[src/rtl/core_pkg.sv]
// Shared pipeline definitions: register index width, operand-source select
// encoding used by the execute-stage forwarding muxes, and the stage tag record.
package core_pkg;

  localparam int REG_AW = 3;
  localparam int SEL_W  = 2;

  localparam logic [SEL_W-1:0] SRC_RF       = 2'b00;
  localparam logic [SEL_W-1:0] SRC_PREV_ALU = 2'b01;
  localparam logic [SEL_W-1:0] SRC_PREV_MEM = 2'b10;

  typedef struct packed {
    logic              vld;
    logic [REG_AW-1:0] dest;
    logic              wr;
    logic              load;
  } stage_tag_t;

endpackage

[src/rtl/fwd_match.sv]
// Per-source comparator: matches one decode source against the EX and MEM
// destination tags and yields the forwarding select plus a load-use hit.
module fwd_match
  import core_pkg::*;
(
  input  logic [REG_AW-1:0] src,
  input  logic              src_used,
  input  stage_tag_t        ex_tag,
  input  logic              mem_vld,
  input  logic [REG_AW-1:0] mem_dest,
  input  logic              mem_wr,
  output logic [SEL_W-1:0]  next_sel,
  output logic              load_hit
);

  logic hit_ex;
  logic hit_mem;

  always_comb begin
    hit_ex   = src_used & ex_tag.vld & ex_tag.wr & (ex_tag.dest == src);
    hit_mem  = src_used & mem_vld & mem_wr & (mem_dest == src);
    load_hit = hit_ex & ex_tag.load;
    // The younger producer (in EX) shadows an older one in MEM.
    if (hit_ex)       next_sel = SRC_PREV_ALU;
    else if (hit_mem) next_sel = SRC_PREV_MEM;
    else              next_sel = SRC_RF;
  end

endmodule

[src/rtl/fwd_hazard_unit.sv]
// Forwarding-select and load-use stall generator between decode and ID/EX.
// FWD_HAZARD_PERF_EN enables the stall/forward performance counters.
module fwd_hazard_unit
  import core_pkg::*;
(
  input  logic              clk,
  input  logic              rst,
  input  logic              id_valid,
  input  logic [REG_AW-1:0] id_src1,
  input  logic [REG_AW-1:0] id_src2,
  input  logic              id_use1,
  input  logic              id_use2,
  input  logic [REG_AW-1:0] id_dest,
  input  logic              id_wr,
  input  logic              id_load,
  input  logic              flush,
  input  logic              hold,
  output logic [SEL_W-1:0]  alu_src1,
  output logic [SEL_W-1:0]  alu_src2,
  output logic              stall_id,
  output logic              bubble_ex,
  output logic [15:0]       stall_cnt,
  output logic [15:0]       fwd_cnt
);

  stage_tag_t        ex_tag;
  logic              mem_vld;
  logic [REG_AW-1:0] mem_dest;
  logic              mem_wr;

  logic [SEL_W-1:0]  next_sel1;
  logic [SEL_W-1:0]  next_sel2;
  logic              load_hit1;
  logic              load_hit2;
  logic              issue;

  fwd_match u_match1 (
    .src      (id_src1),
    .src_used (id_use1),
    .ex_tag   (ex_tag),
    .mem_vld  (mem_vld),
    .mem_dest (mem_dest),
    .mem_wr   (mem_wr),
    .next_sel (next_sel1),
    .load_hit (load_hit1)
  );

  fwd_match u_match2 (
    .src      (id_src2),
    .src_used (id_use2),
    .ex_tag   (ex_tag),
    .mem_vld  (mem_vld),
    .mem_dest (mem_dest),
    .mem_wr   (mem_wr),
    .next_sel (next_sel2),
    .load_hit (load_hit2)
  );

  // An instruction advances into EX only when it is real, not killed and not
  // stalled; hold freezes everything and suppresses the stall output.
  always_comb begin
    stall_id = id_valid & ~flush & ~hold & (load_hit1 | load_hit2);
    issue    = id_valid & ~flush & ~stall_id;
  end

  always_ff @(posedge clk or posedge rst) begin
    if (rst) begin
      ex_tag    <= '0;
      mem_vld   <= 1'b0;
      mem_dest  <= '0;
      mem_wr    <= 1'b0;
      alu_src1  <= SRC_RF;
      alu_src2  <= SRC_RF;
      bubble_ex <= 1'b1;
    end else if (!hold) begin
      mem_vld  <= ex_tag.vld;
      mem_dest <= ex_tag.dest;
      mem_wr   <= ex_tag.wr;
      if (issue) begin
        ex_tag.vld  <= 1'b1;
        ex_tag.dest <= id_dest;
        ex_tag.wr   <= id_wr;
        ex_tag.load <= id_load;
        bubble_ex   <= 1'b0;
        alu_src1    <= next_sel1;
        alu_src2    <= next_sel2;
      end else begin
        ex_tag.vld <= 1'b0;
        bubble_ex  <= 1'b1;
        alu_src1   <= SRC_RF;
        alu_src2   <= SRC_RF;
      end
    end
  end

`ifdef FWD_HAZARD_PERF_EN
  logic [15:0] stall_q;
  logic [15:0] fwd_q;
  logic        fwd_event;

  assign fwd_event = issue & ((next_sel1 != SRC_RF) | (next_sel2 != SRC_RF));

  always_ff @(posedge clk or posedge rst) begin
    if (rst) begin
      stall_q <= '0;
      fwd_q   <= '0;
    end else if (!hold) begin
      if (stall_id && stall_q != 16'hFFFF) stall_q <= stall_q + 16'd1;
      if (fwd_event && fwd_q != 16'hFFFF)  fwd_q   <= fwd_q + 16'd1;
    end
  end

  assign stall_cnt = stall_q;
  assign fwd_cnt   = fwd_q;
`else
  assign stall_cnt = '0;
  assign fwd_cnt   = '0;
`endif

endmodule

[config.mk]
export PLATFORM = sky130hd
export DESIGN_NAME = fwd_hazard_unit
export DESIGN_NICKNAME = d
export VERILOG_FILES = /design/src/rtl/core_pkg.sv /design/src/rtl/fwd_match.sv /design/src/rtl/fwd_hazard_unit.sv
export SDC_FILE = /design/constraint.sdc
export NUM_CORES = 1
export LEC_CHECK = 0
export ABC_AREA = 1
export CORE_MARGIN = 1
export CORE_UTILIZATION = 40
export CTS_CLUSTER_DIAMETER = 80
export DETAILED_ROUTE_END_ITERATION = 10
export PLACE_DENSITY = 0.79
export SETUP_SLACK_MARGIN = 0.5
export SYNTH_ARGS = -nofsm -noshare
export SYNTH_HDL_FRONTEND = slang
export SYNTH_SLANG_ARGS = --single-unit
[constraint.sdc]
create_clock -name clk -period 1.35 [get_ports clk]
set_input_delay 0.135 -clock clk [delete_from_list [all_inputs] [get_ports clk]]
set_output_delay 0.135 -clock clk [all_outputs]
set_load 0.02 [all_outputs]
==> impl_metrics.tcl <==
set metrics [dict create \
    skew_ns 0.00639 \
    top_layer_used "met4" \
    setup_viol 11 \
    path_common_cell "nand2_2" \
    min_path_type "input port to async pin" \
    cp.required_ns 1.22 \
    final_area_um2 1520 \
    gp_congestion 0.782 \
    met1Wirelength_um 1040 \
    fmax_ghz 0.656 \
    violations "negative setup slack" \
    drt_pass1_iterations 4 \
    synth-seq-cells 16 \
    post_dp_cell_area_um2 1380 \
    wl_um 2290 \
    critPathArrivalTime_ns 1.39 \
    irDropWorstVdd_v 0.000661 \
    status "complete, but fails checks" \
    drive_gt1_share_pct 23.1 \
    synthFlopType "dfrtp_1" \
    cpPeakStageDelay_ns 0.42 \
    critPathSlowestCell "dfrtp_1" \
    placement.io_buffers 23 \
    die_x_um 55.9 \
    yosysSeqAreaShare_pct 34.6 \
    crit_chain "inv_2, nand2_2, nand2_2, nor2_4, nand2_2, nand2_2, nand2_2, inv_2, buf_6" \
    wl_per_cell_um 9.42 \
    synth_cells 169 \
    max-clock-path-buffers 2 \
    nNetsFinal 231 \
    syn_to_final_growth_pct 31.3 \
    via_per_inst 4.28 \
    num_vias 1039 \
    min_period_ns 1.52 \
    ios 56 \
    setup_slack_ns -0.175 \
    core_um2 2760 \
    grt_max_degree 17 \
    cts_tree "yes" \
    remaining_drc_errors 0 \
    dpl.hpwl_um 1630 \
    track_usage_pct 15.3 \
    rr_startpoint "ex_tag[3]" \
    path_max_fanout 4 \
    yosysUniqueCellTypes 19 \
    setup.worst_path.start_class "flip-flop" \
    worst_r2r_path_depth 11 \
    drt.antenna.violating_nets 0 \
    drt_iter0_drc 11 \
    wl_met2_um 1090 \
    p_per_area_nw_per_um2 826 \
    clk_latency_ns 0.29 \
    clk_pin_slew_ns 0.09 \
    synthMostInstantiatedCell "nand2_1" \
    grt_overflow 0 \
    ys_warn_count 0 \
    cts_root_buffer "clkbuf_4" \
    cap_violations 0 \
    fill_cells 267 \
    cts_buffers 3 \
    synth_common_cells "nand2_1 (64), buf_4 (32), inv_1 (18), dfrtp_1 (15), nor2_1 (9)" \
    dr_wl_met3_um 123 \
    power_mw 1.26 \
    die_y_um 55.9 \
    rows 19 \
    async_flop_share_pct 100 \
    start_util_pct 42.1 \
    fin_hold_ws_ns 0.142 \
    first_global_vias 895 \
    dieArea_um2 3120 \
    r2r_slack_ns -0.14 \
    htree_levels 1 \
    worstSetupEndpointType "primary output" \
    netlist_area_um2 1160 \
    pre_cts_slack_ns -0.558 \
    avgSynthCellArea_um2 6.86 \
    hold_viol_final 0 \
    n_antenna_cell 0 \
    r2r_end "ex_tag[5]" \
    min_period_over_period_pct 113 \
    rsz0062_at_grt "yes" \
    leakagePower_nw 0.862 \
    grt_pass1_wl_um 3730 \
    antenna_found_initial 0 \
    clock-sinks 16 \
    synth_top_area_share_pct 32.4 \
    maxSlewViolCount 0 \
    synth_edf_count 0 \
    yosysTopAreaCell "dfrtp_1" \
    worstSetupPathType "flip-flop to primary output" \
    seqCellArea_um2 402 \
    multi_input_area_um2 579 \
    synthTopCellsByArea "dfrtp_1 (32%), buf_4 (21%), nand2_1 (21%)" \
]
## per-layer routing
layer,vias to the layer above,global-route usage (%)
met5,-,0
met1,468,19.3
met3,4,3.02
li1,533,-
met2,34,26.0
met4,0,5.23
## worst max path at each step
stage	startpoint	end	slack, ns	cells after the start
4_1_cts	ex_tag[4]	stall_id	-0.19	8
5_1_grt	ex_tag[3]	stall_id	-0.29	9
3_3_place_gp	id_src1[0]	stall_id	-0.56	10
3_5_place_dp	id_src2[2]	stall_id	-0.56	10
2_1_floorplan	ex_tag[4]	alu_src1[1]	0.17	9
6_report	ex_tag[3]	stall_id	-0.17	9
## cells in the final DEF, fill, tap and decap left out, drive strengths merged
cell            n
clkdlybuf4s50  16
buf            26
inv            20
dfstp           1
clkbuf          4
nand3b          2
a21oi           2
xnor2           2
nand4           1
conb           32
nor2           10
dfrtp          15
o21ai           6
nand2          66
dlymetal6s2s    1
nand3           8
## critical path: cells and delay by family (launching register included)
kind                   cells  cell delay, ns
DFF                        1            0.42
buffers and inverters      3            0.22
and+or+nand+nor            6            0.45
## power breakdown
group | internal [mW] | total (mW) | leakage [nW] | switching (mW)
registers | 0.532 | 0.580 | 0.206 | 0.0482
logic | 0.177 | 0.417 | 0.641 | 0.241
clock network | 0.115 | 0.261 | 0.0150 | 0.146
total | 0.823 | 1.26 | 0.862 | 0.435
## registers in the layout, summed over array words and instances, names as in the netlist
signal     count
alu_src2       2
mem_dest       3
ex_tag         6
bubble_ex      1
alu_src1       2
mem_wr         1
mem_vld        1
## per-stage QoR
stage / TNS [ns] / instances / utilization, %
global placement: -3.19 / 231 / 49.9
CTS: -1.18 / 240 / 53.2
finish: -1.12 / 243 / 55.2
detailed placement: -3.26 / 231 / 49.9
global route: -2.31 / 243 / 55.2
floorplan: 0 / 200 / -
## repair_timing
action / in CTS / in global routing
hold buffers: 0 / 0
endpoints found under the setup margin: 17 / 19
pin swaps: 3 / 6
cloned: 1 / 0
resized for setup: 44 / 12
endpoints found under the hold margin: 0 / 0
buffers inserted: 4 / 3
## cell type report
cell class                      count  share of cell area, %
Timing Repair Buffer               43                   26.4
Multi-Input combinational cell    129                   38.0
Tap cell                           31                   2.55
Inverter                           20                   4.93
Sequential cell                    16                   26.4
Clock buffer                        4                   1.73
## cells by family after synthesis
family | synth area share, %
AO/OA/AOI/OAI | 4.10
XOR/XNOR | 1.51
buffers and inverters | 28.9
flip-flops | 34.6
other | 0.323
AND/OR/NAND/NOR | 30.5
Note: power is estimated with default switching activity, not from simulation.
